<file path="config.mk">
export PLATFORM = sky130hd
export DESIGN_NAME = ans_l_stf_seq
export DESIGN_NICKNAME = d
export VERILOG_FILES = /design/src/rtl/ans_l_stf_seq.sv
export SDC_FILE = /design/constraint.sdc
export NUM_CORES = 1
export LEC_CHECK = 0
export CORE_MARGIN = 5
export CORE_UTILIZATION = 40
export CTS_CLUSTER_SIZE = 10
export DETAILED_ROUTE_END_ITERATION = 8
export MAX_ROUTING_LAYER = met4
export PLACE_DENSITY_LB_ADDON = 0.2
export SLEW_MARGIN = 0
export SYNTH_ARGS = -nofsm -noshare
export SYNTH_HDL_FRONTEND = slang
export SYNTH_SLANG_ARGS = --single-unit
</file>
<file path="constraint.sdc">
create_clock -name clk -period 3.1 [get_ports clk]
set_input_delay 0.31 -clock clk [delete_from_list [all_inputs] [get_ports clk]]
set_output_delay 0.31 -clock clk [all_outputs]
set_load 0.02 [all_outputs]
</file>
<file path="src/rtl/ans_l_stf_seq.sv">
// L-STF sequencer: steps the combinational generator through NUM_REP periods
// of 16 samples and streams the results through a registered valid/ready stage.
module ans_l_stf_seq #(
    parameter int NUM_REP   = 10,
    parameter bit WINDOW_EN = 1'b1
) (
    input  logic        clk,
    input  logic        phy_tx_arest,
    input  logic        start,
    input  logic [23:0] coeffs_in,
    output logic        busy,
    output logic [3:0]  stf_addr,
    output logic [23:0] stf_coeffs,
    input  logic [31:0] stf_symbol,
    output logic [31:0] out_data,
    output logic        out_valid,
    input  logic        out_ready,
    output logic        out_last,
    output logic        done
);

    typedef enum logic [1:0] {
        S_IDLE  = 2'd0,
        S_RUN   = 2'd1,
        S_FLUSH = 2'd2,
        S_DONE  = 2'd3
    } state_t;

    state_t             r_state;
    state_t             w_next;
    logic [3:0]         r_addr;
    logic [3:0]         r_rep;
    logic [23:0]        r_coeffs;
    logic [31:0]        r_data;
    logic               r_valid;
    logic               r_last;

    logic               w_load;
    logic               w_accept;
    logic               w_final;
    logic               w_first;
    logic signed [15:0] w_i;
    logic signed [15:0] w_q;
    logic signed [15:0] w_i_win;
    logic signed [15:0] w_q_win;

    // Output register refills when empty or when its current beat leaves this cycle.
    assign w_load   = (r_state == S_RUN) && (!r_valid || out_ready);
    assign w_accept = r_valid && out_ready;
    assign w_final  = (r_rep == 4'(NUM_REP - 1)) && (r_addr == 4'hF);
    assign w_first  = (r_rep == 4'd0) && (r_addr == 4'd0);

    // Edge window: only the very first sample of the burst is halved (floor shift).
    assign w_i     = $signed(stf_symbol[31:16]);
    assign w_q     = $signed(stf_symbol[15:0]);
    assign w_i_win = (WINDOW_EN && w_first) ? (w_i >>> 1) : w_i;
    assign w_q_win = (WINDOW_EN && w_first) ? (w_q >>> 1) : w_q;

    // State register.
    always_ff @(posedge clk) begin
        if (phy_tx_arest) begin
            r_state <= S_IDLE;
        end else begin
            r_state <= w_next;
        end
    end

    // Next-state logic: RUN until the final sample is loaded, FLUSH until it is taken.
    always_comb begin
        w_next = r_state;
        case (r_state)
            S_IDLE:  if (start) w_next = S_RUN;
            S_RUN:   if (w_load && w_final) w_next = S_FLUSH;
            S_FLUSH: if (w_accept) w_next = S_DONE;
            S_DONE:  w_next = S_IDLE;
            default: w_next = S_IDLE;
        endcase
    end

    // Datapath: coefficient latch, address/repetition counters and output register.
    always_ff @(posedge clk) begin
        if (phy_tx_arest) begin
            r_addr   <= 4'd0;
            r_rep    <= 4'd0;
            r_coeffs <= 24'd0;
            r_data   <= 32'd0;
            r_valid  <= 1'b0;
            r_last   <= 1'b0;
        end else begin
            if (r_state == S_IDLE && start) begin
                r_coeffs <= coeffs_in;
                r_addr   <= 4'd0;
                r_rep    <= 4'd0;
            end
            if (w_load) begin
                r_data  <= {w_i_win, w_q_win};
                r_valid <= 1'b1;
                r_last  <= w_final;
                r_addr  <= r_addr + 4'd1;
                if (r_addr == 4'hF) begin
                    r_rep <= r_rep + 4'd1;
                end
            end else if (w_accept) begin
                r_valid <= 1'b0;
                r_last  <= 1'b0;
            end
        end
    end

    assign busy       = (r_state != S_IDLE);
    assign done       = (r_state == S_DONE);
    assign stf_addr   = r_addr;
    assign stf_coeffs = r_coeffs;
    assign out_data   = r_data;
    assign out_valid  = r_valid;
    assign out_last   = r_last;

endmodule

</file>
==> results.toml <==
[sta]
hold_violations = 0
slew_headroom = 0.358
finalWorstPathRequiredPeriod_ns = 2.06
clock_skew_ns = 0.00731
timing.final.max_slew_violations = 0
fin_crit_sh = 0.666
worst_slew_pin_slew_ns = 0.960
rsz0062_at_grt = "no"
worst_hold_slack_ns = 0.455
tns_ns = 0
setup_viol = 0
fmax_mhz = 484

[logic_synthesis]
synth_nets = 402
ys_warn_count = 0
syn_inst = 332
synth_cell_types = 33
yosys_register_bits = 68
synth_area_leaders = "dfxtp_1 (47%), mux2i_1 (10%), a211oi_1 (8.2%)"
syn_avg_cell_area_um2 = 8.81
yosysSeqAreaShare = 0.465
synth_top_area_frac = 0.465
synth_area_um2 = 2930
synth_top_area_cell = "dfxtp_1"

[global_route]
grt_first_pass_wirelength_um = 12100
grt_usage = 0.173
grt-ovfl-total = 0
antenna_found_initial = 0
grt_pass1_vias = 2585
grt_max_degree = 49

[critical_path]
startpoint_type = "flop"
required_ns = 3.34
critical-path-max-stage-delay_ns = 0.49
slowest_stage = "nor2_4"
crit_chain = "inv_1, ha_1, inv_1, nor2_4, buf_12, nor2_1, a211oi_1"
crit_buf_inv = 3
rrSetupSlack_ns = 1.04
cp_top_family = "buffers and inverters"
worstPathArrival_ns = 2.31
cp-end-kind = "flop"
cp_common_cell = "inv_1"
crit_type = "reg -> reg"
cp_max_fo = 45

[cells_and_area]
areaGrowthSynthToFinish_pct = 51.3
finalNetCount = 516
nFillCells = 637
multiInputGateArea_um2 = 1440
drive_above_1_share = 0.0554
ff_latch_area_um2 = 1360
finalNonFillerCells = 550
finish.utilization = 0.617
num_antenna_cells = 0

[pwr]
ir_worst_vdd_uv = 406
p_comb_frac = 0.444
leakage_nw = 1.60
powerDensity_nw_per_um2 = 782
clkPwrFrac = 0.213
p_int_mw = 2.20
switching_power_mw = 1.27
seqPwrFrac = 0.344
swShare = 0.365

[die]
die_area_um2 = 9130
die_width_um = 95.5
num_rows = 31
die-height_um = 95.5
io_pins = 124
start_util = 0.408
core_um2 = 7180

[placed_design]
dpl.hpwl_um = 5510
dp_cells = 534
routabilityCongestion = 0.813
port_buffers = 123

[clock_tree]
ctsResizeCount = 0
cts-root-buf = "clkbuf_8"
cts_buffers = 9
cts_tree = "built"
path_clk_slew_ns = 0.07
cts.path.max_buffers = 2
post-cts-setup-buffers = 0
clock_latency_ns = 0.33
clock-sinks = 68
htreeDepth = 3
post_cts_hold_buffer_count = 0

[routing]
wl_um = 7550
postRouteAntennaNets = 0
first_pass_iters = 4
vias_per_cell = 4.91
wl_per_cell_um = 13.7
drt_drc_violations_left = 0
drt_iter0_drc = 93
vias = 2700

[outcome]
status = "complete, no violations"

[run]
max_cap_violations = 0

[hold_path]
hold_path.class = "reg -> reg"
## through the flow
stage               cell area (um^2)  total power [mW]  setup WS (ns)
CTS                             4430              3.51           1.03
floorplan                       2930              2.13           1.41
finish                          4430              3.46           1.04
detailed placement              4220              2.76           1.02
global placement                4220              2.72           1.12
global route                    4430              3.69          0.780
## final timing paths
check	start	endpoint	cells after the start
worst max register to register	r_state[1]$_SDFFE_PP0P_	out_data[3]$_SDFFE_PP0P_	7
worst min register to register	stf_coeffs[14]$_SDFFE_PP0P_	stf_coeffs[14]$_SDFFE_PP0P_	2
worst min-delay path	stf_coeffs[14]$_SDFFE_PP0P_	stf_coeffs[14]$_SDFFE_PP0P_	2
worst max-delay path	r_state[1]$_SDFFE_PP0P_	out_data[3]$_SDFFE_PP0P_	7
## power groups by stage
stage | Sequential [mW] | Combinational (mW) | Clock [mW]
2_1_floorplan | 1.44 | 0.691 | 0
4_1_cts | 1.19 | 1.55 | 0.761
6_report | 1.19 | 1.54 | 0.736
3_3_place_gp | 1.21 | 1.52 | 0
5_1_grt | 1.22 | 1.67 | 0.798
3_5_place_dp | 1.21 | 1.55 | 0
## placed cells by master, fill, tap and decap left out, types with 2 or more instances in the layout
cell,netlist,routed
clkdlybuf4s50_1,0,122
nand3b_1,2,2
nor3_1,3,3
inv_1,8,8
o31ai_1,2,2
buf_4,0,3
ha_1,10,10
a211oi_1,32,32
clkinv_2,0,2
nor2b_1,3,3
o21ai_0,2,2
nor2_1,35,34
nand2_1,56,56
a21oi_1,35,35
clkbuf_8,0,11
mux2i_1,30,30
nand3_1,6,6
dfxtp_1,68,68
## registers in the layout (all words and copies together) (netlist names)
| name | count |
|---|---|
| out_data | 32 |
| stf_coeffs | 24 |
| r_rep | 4 |
| stf_addr | 4 |
| r_state | 2 |
| out_last | 1 |
| out_valid | 1 |
## cell type report
cell class | count | area share
flip-flops and latches | 68 | 0.308
inverters | 8 | 0.00678
clock buffers | 12 | 0.0350
well taps | 99 | 0.0280
multi-input cells | 232 | 0.325
clock inverters | 4 | 0.0107
repair buffers | 127 | 0.287
## synthesized netlist by cell type
library cell	count
and2_1	1
and4_1	1
a211oi_1	32
a2111oi_1	1
buf_1	1
or4_1	1
and3_1	1
nor2_1	35
inv_1	8
o31ai_1	2
nand2_1	56
nand3b_4	1
a21oi_1	35
buf_2	10
nand3b_1	2
nor4b_1	1
nor2b_1	3
mux2i_1	30
a31oi_1	1
nand3_2	1
and3b_1	1
a21oi_2	1
a221o_1	1
mux2_2	1
ha_1	10
nor3_1	3
o21ai_0	2
o211ai_1	1
nand3_1	6
nand2b_1	1
dfxtp_1	68
clkbuf_1	13
or4b_1	1
## routing by layer
metal	wire length [um]	share of wire	GRT usage
met5	0	0	-
met4	39	0.0052	0.0474
met3	733	0.097	0.0710
met2	3440	0.46	0.265
met1	3340	0.44	0.209
## cells by family (layout without fill, tap and decap cells)
family,count (synthesis),in the layout,share of synthesized area
mux,31,31,0.106
fa+ha+maj,10,10,0.0428
flops,68,68,0.465
simple gates,115,115,0.175
buf+inv,32,151,0.0453
compound gates,76,76,0.165
## tightest hold or removal path, cell delays in order (launching register included)
cell and delay, ns:
dfxtp_1 0.31, nand2_1 0.05, a21oi_1 0.05
Note: power is estimated with default switching activity, not from simulation.
